## src/rtl/irq_ctrl.sv

```systemverilog
// Fixed-priority interrupt controller with edge/level sources, mask, vector and ack handshake.
// Optional software interrupt source enabled by defining IRQ_CTRL_SWI_EN.
module irq_ctrl #(
    parameter int          NSRC      = 8,
    parameter logic [7:0]  EDGE_MASK = 8'h00
) (
    input  logic            CLK,
    input  logic            RESET,
    input  logic [1:0]      AD,
    input  logic [7:0]      DI,
    output logic [7:0]      DO,
    input  logic            rw,
    input  logic            cs,
    input  logic [NSRC-1:0] src,
    output logic            intr
);

`ifdef IRQ_CTRL_SWI_EN
    localparam int         NT      = NSRC + 1;
    localparam logic [7:0] SWI_BIT = 8'(9'd1 << NSRC);
`else
    localparam int         NT      = NSRC;
    localparam logic [7:0] SWI_BIT = 8'h00;
`endif
    localparam logic [7:0] VALID     = 8'((9'd1 << NT) - 9'd1);
    localparam logic [7:0] EDGE_BITS = (EDGE_MASK | SWI_BIT) & VALID;

    typedef enum logic {IDLE, SERVICE} state_t;

    state_t      state, state_nxt;
    logic [2:0]  isr_id, isr_nxt;
    logic [7:0]  pend, mask, src_q;
    logic        gie, cs_q;

    logic [7:0]  src_x, active, pend_set, pend_clr, pend_nxt, swi_set;
    logic [2:0]  win;
    logic        any, wr, rd_first, ack;

    assign src_x    = 8'(src);
    assign wr       = cs & ~rw;
    assign rd_first = cs & rw & ~cs_q & (AD == 2'd2);
    assign ack      = wr & (AD == 2'd2) & (state == SERVICE);
    assign active   = pend & mask;
    assign any      = |active;

    always_comb begin
        win = '0;
        for (int i = 7; i >= 0; i--) begin
            if (active[i]) win = 3'(i);
        end
    end

    // Edge sources: a fresh rise beats a simultaneous clear; level sources just follow src.
    assign swi_set  = (wr && AD == 2'd3 && DI[2]) ? SWI_BIT : 8'h00;
    assign pend_set = EDGE_BITS & ((src_x & ~src_q) | swi_set);
    assign pend_clr = EDGE_BITS & (((wr && AD == 2'd0) ? DI : 8'h00) |
                                   (ack ? (8'd1 << isr_id) : 8'h00));
    assign pend_nxt = (~EDGE_BITS & src_x & VALID) |
                      (EDGE_BITS & (pend_set | (pend & ~pend_clr)));

    always_comb begin
        state_nxt = state;
        isr_nxt   = isr_id;
        case (state)
            IDLE: begin
                if (rd_first && any) begin
                    isr_nxt   = win;
                    state_nxt = SERVICE;
                end
            end
            SERVICE: begin
                if (ack) state_nxt = IDLE;
            end
            default: state_nxt = IDLE;
        endcase
    end

    always_ff @(posedge CLK) begin
        if (RESET) begin
            state  <= IDLE;
            isr_id <= '0;
        end else begin
            state  <= state_nxt;
            isr_id <= isr_nxt;
        end
    end

    always_ff @(posedge CLK) begin
        if (RESET) begin
            pend  <= '0;
            mask  <= '0;
            gie   <= 1'b0;
            intr  <= 1'b0;
            src_q <= '0;
            cs_q  <= 1'b0;
        end else begin
            pend  <= pend_nxt;
            src_q <= src_x;
            cs_q  <= cs;
            intr  <= gie & any & (state == IDLE);
            if (wr && AD == 2'd1) mask <= DI & VALID;
            if (wr && AD == 2'd3) gie  <= DI[0];
        end
    end

    always_comb begin
        DO = 8'h00;
        case (AD)
            2'd0: DO = pend;
            2'd1: DO = mask;
            2'd2: DO = any ? {1'b1, 4'b0000, win} : 8'h00;
            2'd3: DO = {6'b0, (state == SERVICE), gie};
            default: DO = 8'h00;
        endcase
    end

endmodule

```

## config.mk

```make
export PLATFORM = sky130hd
export DESIGN_NAME = irq_ctrl
export DESIGN_NICKNAME = d
export VERILOG_FILES = /design/src/rtl/irq_ctrl.sv
export SDC_FILE = /design/constraint.sdc
export NUM_CORES = 1
export LEC_CHECK = 0
export ABC_AREA = 1
export ABC_CLOCK_PERIOD_IN_PS = 1500
export CAP_MARGIN = 10
export CORE_MARGIN = 5
export CORE_UTILIZATION = 35
export CTS_BUF_LIST = sky130_fd_sc_hd__clkbuf_8
export DETAILED_ROUTE_END_ITERATION = 6
export PLACE_DENSITY = 0.68
export SLEW_MARGIN = 20
export SYNTH_ARGS = -nofsm -noshare
export SYNTH_HDL_FRONTEND = slang
export SYNTH_SLANG_ARGS = --single-unit
export TNS_END_PERCENT = 1
```

## constraint.sdc

```tcl
create_clock -name CLK -period 1.5 [get_ports CLK]
set_input_delay 0.3 -clock CLK [delete_from_list [all_inputs] [get_ports CLK]]
set_output_delay 0.3 -clock CLK [all_outputs]
set_load 0.1 [all_outputs]
```

==> qor.txt <==
First DRT Iteration DRCs -> 23
Area taken by multi-input logic gates -> 500 sq um
H-tree depth -> 1
Final WS setup -> -0.246 ns
Post-Syn Area per Cell -> 6.87 sq um
RSZ-0062 raised after global routing -> true
Placer Congestion -> 0.834
Ys async rst share -> 0
Final Max Tran Viols -> 0
Max-Cap Viols -> 0
Via density -> 4.67
Synthesized area -> 907 sq um
Max incr delay on CP -> 0.34 ns
TritonCTS clock tree -> built
Top cells by area, synth -> dfxtp_1 44%, nand2_1 13%, nor2_1 12%, inv_1 5.4%, o21ai_1 5.0%
Post-Syn Instances -> 132
DP Cell Count -> 203
Cell taking the most area after synthesis -> dfxtp_1
Crit path kind -> reg2out
Clock slew at reported path FFs -> 0.07 ns
Post-detailed-route wirelength per cell -> 12.0 um
Initial Util -> 0.366
Top-area cell type share of the netlist area -> 0.441
CTS max path bufs -> 2
CTS Hold Buffers Added -> 0
CP required -> 1.20 ns
Clock latency reported for the late side of the worst-skew pair -> 0.25 ns
Period Utilization, post-route -> 1.16
Tightest Pin Transition -> 0.267 ns
Final setup viols -> 8
Clock Sink Count -> 20
Synth warn -> 0
Final ANT Viol Nets -> 0
Register area -> 420 sq um
Synth Net Count -> 154
Worst hold stages -> 2
IO Pins -> 31
Max Freq -> 573 MHz
Peak ir drop on the vdd network -> 0.665 mV
Total congestion overflow -> 0
Die ar. -> 3710 sq um
Port Buffers -> 30
Post-DP HPWL -> 1810 um
CP endpoint kind -> output port
Max-slew headroom -> 0.821
Synth cell types -> 20
Cts bufs inserted -> 3
Die H -> 60.9 um
Min-Delay Path Class -> reg2reg
Failing checks -> negative setup slack
Layout cell share with drive strength beyond 1 -> 0.417
Initial antenna violation count -> 0
Core Rows -> 18
Top_reg_cell synth -> dfxtp_1
FF-to-FF path depth -> 8
Tot Pwr -> 1220 uW
Worst Path Max Fanout -> 2
Top-count cell post-synth -> nand2_1
Drt total wl -> 2510 um
GRT Total Usage -> 0.152
Global-route wire length before repair -> 4140 um
#FFs+latches synth -> 20
Slowest CP cell -> dfxtp_2
# DRC -> 0
Root buffer cell -> clkbuf_8
Endpoints failing hold -> 0
Cell Pwr Density -> 772 nW/um^2
WP data arrival -> 1.45 ns
Core outline area -> 2480 sq um
Sequential fraction of the synthesis area -> 0.441
Leak pwr -> 0.000730 uW
Final-stage net count -> 204
Filler cells -> 232
Vias -> 980
Fin cells -> 210
DRT Pass-1 Iters -> 4
Die X -> 60.9 um
CP startpoint kind -> register
EDFF count, synth -> 0
Worst path cell trace -> nand2_2, nand2_2, nor2_2, nand2_2, nand2_2, nor2_2, nand2_1, a21oi_2, buf_12
Most used cell, CP -> nand2_2
Largest net degree at the start of global routing -> 11
Clock period minus worst slack -> 1.75 ns
Vias in the first global route -> 1,002
# diodes -> 0
Worst Clk Skew -> 0.00122 ns
Area Growth Syn to Fin -> 74.2%
DP Worst Slack -> -0.466 ns
Status -> finished, violations left
List of most frequent post-synthesis cells -> 32 x nand2_1, 29 x nor2_1, 20 x dfxtp_1, 13 x inv_1, 9 x o21ai_1
## per-layer routing
layer | track usage | vias to the layer above | part of all wire
met3 | 0.0404 | 6 | 0.048
met1 | 0.183 | 440 | 0.43
met4 | 0.0712 | 0 | 0.020
met2 | 0.252 | 23 | 0.50
li1 | - | 511 | -
met5 | 0 | - | 0
## power by group
part / switching, uW / internal, uW
combinational: 164 / 140
clock: 166 / 179
sequential: 15.0 / 556
## worst max-delay path: cells and delay by family, from the launching register on
kind | cells | cell delay, ns
AOI/OAI and AO/OA | 1 | 0.16
and+or+nand+nor | 7 | 0.47
DFF | 1 | 0.34
buffers and inverters | 1 | 0.19
## repair_timing
item / CTS / global route
pin swaps: 5 / 9
setup buffers: 2 / 2
gates resized for setup: 26 / 10
setup endpoints to repair: 8 / 8
## placed cells by master, fill, tap and decap left out, drive strengths merged
master,Yosys,routed
a21oi,2,2
clkdlybuf4s50,0,19
a221oi,1,1
clkbuf,1,3
nor3,2,2
clkdlybuf4s15,0,2
o21ai,9,9
buf,0,25
dfxtp,20,20
nand3,4,4
nand4,2,2
a22o,4,4
o211ai,1,1
o21bai,1,1
nand2,36,36
nor2,32,32
inv,16,16
clkinv,1,1
## cell families (layout without fill, tap and decap cells)
logic type / count (synthesis) / count (layout) / synth area share
and+or+nand+nor: 76 / 76 / 0.353
AOI/OAI and AO/OA: 18 / 18 / 0.126
buffers and inverters: 18 / 66 / 0.0800
DFF: 20 / 20 / 0.441
## per-stage QoR
stage	setup TNS [ns]	hold slack [ns]	cell area (sq um)	utilization
after floorplan	-2.88	0.384	921	-
after global placement	-2.91	0.462	1440	0.579
after detailed placement	-3.23	0.469	1440	0.579
after CTS	-1.23	0.495	1540	0.621
after global routing	-1.60	0.540	1580	0.638
final	-1.12	0.489	1580	0.638
## flip-flops by register name, indices dropped and copies added, names as in the netlist
signal / flops
mask: 8
state: 1
gie: 1
intr: 1
pend: 8
cs_q: 1
## worst paths after layout
kind           start     to  slack, ns
max          pend[7]  DO[0]      -0.25
max reg2reg  pend[7]   intr       0.35
min reg2reg      gie   intr       0.49
min              gie   intr       0.49
## cell type report
cell class	instances	area share
timing repair buffer	46	0.324
multi-input combinational	94	0.317
sequential	20	0.266
inverter	17	0.0435
clock buffer	3	0.0261
tap	30	0.0238
Power figures use the tool's default switching activity.
